### config.mk
export PLATFORM = sky130hd
export DESIGN_NAME = jcontrol
export DESIGN_NICKNAME = d
export VERILOG_FILES = /design/src/rtl/jcontrol.sv
export SDC_FILE = /design/constraint.sdc
export NUM_CORES = 1
export LEC_CHECK = 0
export CORE_MARGIN = 5
export CORE_UTILIZATION = 40
export DETAILED_ROUTE_END_ITERATION = 7
export GPL_TIMING_DRIVEN = 0
export PLACE_DENSITY_LB_ADDON = 0.3
export SLEW_MARGIN = 20
export SYNTH_ARGS = -nofsm -noshare
export SYNTH_HDL_FRONTEND = slang
export SYNTH_SLANG_ARGS = --single-unit
### constraint.sdc
create_clock -name clk -period 5.05 [get_ports clk]
set_input_delay 0.505 -clock clk [delete_from_list [all_inputs] [get_ports clk]]
set_output_delay 0.505 -clock clk [all_outputs]
set_load 0.02 [all_outputs]
### src/rtl/jcontrol.sv
// Control sequencer for a simple 8-bit CPU: steps 1..7, four clock phases per step,
// and per-step bus-enable and set strobes decoded from the instruction register.
module jcontrol (
  input  logic       clk,
  input  logic       rst,
  input  logic       run,
  input  logic [0:7] ir,
  output logic [0:6] step,
  output logic       clke,
  output logic       clks,
  output logic       bus1,
  output logic       e_iar,
  output logic       e_ram,
  output logic       e_acc,
  output logic [0:3] e_reg,
  output logic       s_iar,
  output logic       s_mar,
  output logic       s_acc,
  output logic       s_ram,
  output logic       s_tmp,
  output logic       s_ir,
  output logic [0:3] s_reg,
  output logic [0:2] alu_op
);

  typedef enum logic [2:0] {
    IDLE, STEP1, STEP2, STEP3, STEP4, STEP5, STEP6, STEP7
  } stateT;

  stateT      state, stateNext;
  logic [1:0] phase, phaseNext;

  logic       isAlu, isLd, isSt, isData, isCmp;
  logic [1:0] ra, rb;
  logic       active;

  logic       wBus1, wIar, wRam, wAcc, wRegOn;
  logic [1:0] wRegIdx;
  logic       wsIar, wsMar, wsAcc, wsRam, wsTmp, wsIr, wsRegOn;
  logic [1:0] wsRegIdx;

  assign isAlu  = ir[0];
  assign isLd   = (ir[0:3] == 4'b0000);
  assign isSt   = (ir[0:3] == 4'b0001);
  assign isData = (ir[0:3] == 4'b0010);
  assign isCmp  = (ir[1:3] == 3'b111);
  assign ra     = ir[4:5];
  assign rb     = ir[6:7];

  always_ff @(posedge clk) begin
    if (rst) begin
      state <= IDLE;
      phase <= 2'd0;
    end else begin
      state <= stateNext;
      phase <= phaseNext;
    end
  end

  // Steps 1..6 run four phases each; step 7 is a single cycle that samples run.
  always_comb begin
    stateNext = state;
    phaseNext = 2'd0;
    case (state)
      IDLE:    if (run) stateNext = STEP1;
      STEP7:   stateNext = run ? STEP1 : IDLE;
      default: begin
        phaseNext = phase + 2'd1;
        if (phase == 2'd3) stateNext = stateT'(state + 3'd1);
      end
    endcase
  end

  assign active = (state != IDLE) && (state != STEP7);
  assign clke   = active && (phase != 2'd3);
  assign clks   = active && (phase == 2'd1);

  always_comb begin
    step     = 7'b0000000;
    alu_op   = 3'b000;
    wBus1    = 1'b0;
    wIar     = 1'b0;
    wRam     = 1'b0;
    wAcc     = 1'b0;
    wRegOn   = 1'b0;
    wRegIdx  = 2'd0;
    wsIar    = 1'b0;
    wsMar    = 1'b0;
    wsAcc    = 1'b0;
    wsRam    = 1'b0;
    wsTmp    = 1'b0;
    wsIr     = 1'b0;
    wsRegOn  = 1'b0;
    wsRegIdx = 2'd0;
    case (state)
      STEP1: begin
        step  = 7'b1000000;
        wBus1 = 1'b1;
        wIar  = 1'b1;
        wsMar = 1'b1;
        wsAcc = 1'b1;
      end
      STEP2: begin
        step = 7'b0100000;
        wRam = 1'b1;
        wsIr = 1'b1;
      end
      STEP3: begin
        step  = 7'b0010000;
        wAcc  = 1'b1;
        wsIar = 1'b1;
      end
      STEP4: begin
        step = 7'b0001000;
        if (isAlu) begin
          wRegOn  = 1'b1;
          wRegIdx = rb;
          wsTmp   = 1'b1;
        end else if (isLd || isSt) begin
          wRegOn  = 1'b1;
          wRegIdx = ra;
          wsMar   = 1'b1;
        end else if (isData) begin
          wBus1 = 1'b1;
          wIar  = 1'b1;
          wsMar = 1'b1;
          wsAcc = 1'b1;
        end
      end
      STEP5: begin
        step = 7'b0000100;
        if (isAlu) begin
          alu_op  = ir[1:3];
          wRegOn  = 1'b1;
          wRegIdx = ra;
          wsAcc   = 1'b1;
        end else if (isLd || isData) begin
          wRam     = 1'b1;
          wsRegOn  = 1'b1;
          wsRegIdx = rb;
        end else if (isSt) begin
          wRegOn  = 1'b1;
          wRegIdx = rb;
          wsRam   = 1'b1;
        end
      end
      STEP6: begin
        step = 7'b0000010;
        if (isAlu && !isCmp) begin
          wAcc     = 1'b1;
          wsRegOn  = 1'b1;
          wsRegIdx = rb;
        end else if (isData) begin
          wAcc  = 1'b1;
          wsIar = 1'b1;
        end
      end
      STEP7:   step = 7'b0000001;
      default: step = 7'b0000000;
    endcase
  end

  // Enables follow clke, sets follow clks; the register selects stay one-hot.
  assign bus1  = wBus1 && clke;
  assign e_iar = wIar && clke;
  assign e_ram = wRam && clke;
  assign e_acc = wAcc && clke;
  assign e_reg = (wRegOn && clke) ? (4'b1000 >> wRegIdx) : 4'b0000;
  assign s_iar = wsIar && clks;
  assign s_mar = wsMar && clks;
  assign s_acc = wsAcc && clks;
  assign s_ram = wsRam && clks;
  assign s_tmp = wsTmp && clks;
  assign s_ir  = wsIr && clks;
  assign s_reg = (wsRegOn && clks) ? (4'b1000 >> wsRegIdx) : 4'b0000;

endmodule

# Word level (Yosys, flattened, before mapping)
# Cells that the tools add are included.
dict set report word_totals {
  ff_bits 5
  latchBits 0
  ramBits 0
  mem_bits_ro 0
  in_bits 11
  output_inout_bits 30
  mem_count 0
}
dict set report op_classes {
  addsub 2
  mul 0
  n_div 0
  n_lt_le_gt_ge 0
  n_eq_ne 15
  shifts 2
  mux 47
  bitwise 0
  reduce_logical 24
}
# operator count
set ops {}
lappend ops {{$pmux W7 S7} 1}
lappend ops {{$mux W1} 21}
lappend ops {{$mux W2} 8}
lappend ops {{$eq A3 B3 Y1 const B} 5}
lappend ops {{$logic_and A1 B1 Y1} 15}
lappend ops {{$pmux W1 S2} 7}
lappend ops {{$mux W3} 4}
lappend ops {{$mux W4} 2}
lappend ops {{$pmux W2 S2} 2}
lappend ops {{$shr A4 B2 Y4 const A} 2}
lappend ops {{$eq A3 B2 Y1 const B} 2}
lappend ops {{$pmux W3 S2} 1}
lappend ops {{$reduce_bool A3 Y1} 2}
lappend ops {{$eq A4 B1 Y1 const B} 1}
lappend ops {{$eq A4 B2 Y1 const B} 1}
lappend ops {{$logic_not A4 Y1} 1}
lappend ops {{$ne A2 B2 Y1 const B} 2}
lappend ops {{$add A3 B1 Y3 const B} 1}
lappend ops {{$eq A3 B1 Y1 const B} 1}
lappend ops {{$logic_not A3 Y1} 1}
lappend ops {{$ne A3 B3 Y1 const B} 1}
lappend ops {{$pmux W1 S3} 1}
lappend ops {{$reduce_or A3 Y1} 1}
lappend ops {{$add A2 B1 Y2 const B} 1}
lappend ops {{5 further kinds} 6}

# Logic depth before layout (Yosys ltp)
dict set report depth {
  word_depth 7
  ltp_mapped 7
  depth_no_buf 7
}

# Worst setup path before layout
# OpenSTA, ideal clock, no wires.
dict set report synth_timing {
  path_type {input to output}
  start {input ir[0] (netlist name)}
  end {output e_iar}
  arrival_ns 1.861
  required_ns 4.545
  setup_slack_ns 2.684
  cell_stages 6
  path_cell_list {buf_6 or2_4 nor3b_1 nand2_1 a21oi_1 buf_4}
}
dict set report synth_between {
  elab_chain_len 6
  elab_cells_between_ends 9
}
# element line_no
set synth_lines {}
lappend synth_lines {{start, declared} 7} ;# input logic [0:7] ir,
lappend synth_lines {{$eq A4 B2 Y1, or another cell as far along} 45} ;# assign isData = (ir[0:3] == 4'b0010);
lappend synth_lines {{$mux W1 / $logic_or A1 B1 Y1 (equally long branches)} -}
lappend synth_lines {{$mux W1} -}
lappend synth_lines {{$mux W1 *} -}
lappend synth_lines {{$pmux W1 S2 *} -}
lappend synth_lines {{$logic_and A1 B1 Y1 *} -}
lappend synth_lines {{end, declared} 12} ;# output logic e_iar,
# Every way passes the cells marked *; elsewhere a longest branch is shown, timed or not.

# Final worst setup path
dict set report layout_timing {
  start {input ir[1] (netlist name)}
  end {output e_reg[3] (netlist name)}
}
dict set report layout_between {
  elab_chain_len 7
  elab_cells_between_ends 20
}
# element line_no
set layout_lines {}
lappend layout_lines {{$eq A4 B1 Y1, or another cell as far along} 44} ;# assign isSt = (ir[0:3] == 4'b0001);
lappend layout_lines {{$mux W2, or another cell as far along} 141} ;# end else if (isSt) begin
lappend layout_lines {{$mux W2, or another cell as far along} 137} ;# end else if (isLd || isData) begin
lappend layout_lines {{$mux W2, or another cell as far along} 132} ;# if (isAlu) begin
lappend layout_lines {{$pmux W2 S2 / $pmux W1 S2 (equally long branches)} 95} ;# case (state)
lappend layout_lines {{$shr A4 B2 Y4 / $logic_and A1 B1 Y1 (equally long branches)} 168} ;# assign e_reg = (wRegOn && clke) ? (4'b1000 >> wRegIdx) : 4'b0000;
lappend layout_lines {{$mux W4 *} 168}
lappend layout_lines {{end, declared} 15} ;# output logic [0:3] e_reg,
# Marks and branches as above.

==> results.yml <==
detailed_routing:
  drt_pre_antenna_iters: 5
  post_drt_wl_per_cell_um: 12.92
  remaining_drc_errors: 0
  vias: 906
  routed_wl_um: 2209
  viasPerCell: 5.298
  ant_nets: 0
  dr.first_iter.drc_count: 7
finish:
  drive_above_1_share: 0.09589
  fin_cells: 171
  antenna_cells: 0
  nets: 166
  syn_to_final_growth_pct: 59.87
  fillCellCount: 150
  seq_area_um2: 100.1
  design_area_um2: 1196
  multi_input_area_um2: 565.5
clocking:
  cts.path.max_buffers: 2
  cts_tree: "yes"
  cts.hold.buffers_added: 0
  clock_sinks: 5
  ctsRootBufferMaster: "clkbuf_4"
  cts_resized: 0
  postCtsSetupBuffers: 0
  clock_latency_ns: 0.24
  cts_buffers: 3
  clk_pin_slew_ns: 0.04
  htreeDepth: 1
timing:
  maxSlewHeadroom: 0.6994
  fin_tns_setup_ns: 0
  rsz0062_at_grt: "no"
  fin_crit_ns: 3.084
  fin_crit_sh: 0.6107
  fin_worst_skew_ns: 0.002525
  finalMaxSlewViolations: 0
  hold_viol_final: 0
  fmax_mhz: 324.3
  setup_violations: 0
  worst_pin_slew_ns: 0.4509
  hold_slack_ns: 0.4819
place:
  routabilityCongestion: 0.8755
  dp.cells: 167
  hpwl_um: 1875
  port_buffers: 39
  postPlaceCellArea_um2: 1170
critical_path:
  endpoint_kind: "primary output"
  critPathArrivalTime_ns: 2.58
  cp_max_fo: 5
  startpoint_type: "primary input"
  criticalPathCategory: "in2out"
  cp_data_required_time_ns: 4.55
yosys:
  synth.yosys.warnings: 0
  synth-main-ff-cell: "dfxtp_1"
  yosys.area.top_type: "dfxtp_1"
  synth_commonest_cells: "11 x a21oi_1, 11 x inv_1, 10 x nor2_1, 8 x ha_1, 7 x nand2_1"
  synth_area_leaders: "dfxtp_1 13%, ha_1 13%, a21oi_1 7.4%"
  yosysSeqAreaShare: 0.1338
  synth-edff-count: 0
  synth.distinct_cells: 37
  ys_seq_elements: 5
  netlist_area_um2: 748.2
  synth_fp_nets: 122
  netlist.area_leader.share: 0.1338
  async_flop_share: 0
  syn_inst: 103
  syn_avg_cell_area_um2: 7.264
power:
  peakVddDrop_mv: 0.1230
  leakage_nw: 0.4876
  p_per_area_nw_per_um2: 116.0
die:
  rows: 15
  die_h_um: 53.25
  initial_core_util: 0.4287
  fp.dieW_um: 53.25
  core_area_um2: 1745
  die-area_um2: 2836
  io-pin-count: 41
grt:
  antenna_found_initial: 0
  grt_use_total: 0.1667
  grt_pass1_wl_um: 3622
  first_global_vias: 852
  grt_overflow: 0
  grt_max_degree: 11
run:
  maxCapViolCount: 0
outcome:
  status: "finished clean"
min_path:
  hold_path_class: "reg2reg"
-- per-stage QoR --
stage               power [mW]    util  setup WS (ns)
floorplan              0.07191       -          2.684
global route            0.1490  0.6853          1.758
CTS                     0.1405  0.6853          1.943
global placement       0.09214  0.6703          2.001
detailed placement     0.09349  0.6703          1.956
finish                  0.1387  0.6853          1.966
-- area by class of cell --
class / count / share of cell area
multi-input combinational: 81 / 0.4728
timing repair buffer: 39 / 0.3264
sequential: 5 / 0.08368
buffer: 6 / 0.03452
inverter: 11 / 0.03452
tap: 25 / 0.02615
clock buffer: 4 / 0.02197
-- metal layers --
metal | vias up | track usage | wire, µm
li1 | 446 | - | -
met1 | 421 | 0.1970 | 918
met2 | 35 | 0.3000 | 1097
met3 | 4 | 0.04507 | 168
met4 | 0 | 0.02553 | 24
met5 | - | 0 | 0
-- sequential cells by signal (all words and copies together) (netlist names) --
register	flops
phase	2
state	3
-- critical path: stages --
cell	delay (ns)
clkdlybuf4s50_1	0.46
or2_4	0.28
o31ai_2	0.30
a32o_1	0.23
nor3b_2	0.18
clkdlybuf4s50_1	0.63
-- where the power goes --
| group | switching, mW | leakage (nW) | total [mW] | internal (mW) |
|---|---|---|---|---|
| clock | 0.0159 | 0.0150 | 0.0457 | 0.0298 |
| sequential | 0.00183 | 0.0408 | 0.0433 | 0.0414 |
| combinational | 0.0260 | 0.432 | 0.0497 | 0.0237 |
-- path summary, 6_finish.rpt --
check,from,endpoint,slack [ns],depth (start not counted)
worst max-delay path,ir[1],e_reg[3],1.97,6
worst min-delay path,phase[0],phase[0],0.48,1
worst min register to register,phase[0],phase[0],0.48,1
worst max register to register,state[2],state[2],3.08,7
-- logic make-up after synthesis --
logic type	after synthesis	share of synthesized area
simple gates	47	0.3579
mux	3	0.05853
flops	5	0.1338
buf+inv	17	0.1104
compound gates	23	0.2057
fa+ha+maj	8	0.1338
-- placed cells by master, fill, tap and decap left out, types with 3 or more instances in the layout --
cell type,synthesis,routed
clkdlybuf4s50_1,0,39
inv_1,11,11
a21oi_1,11,11
nor2_1,10,10
ha_1,8,8
nand2_1,7,7
nor3_1,6,6
and3_1,5,5
dfxtp_1,5,5
clkbuf_1,3,4
nor4_1,3,3
clkbuf_4,0,3
Power figures use the tool's default switching activity.
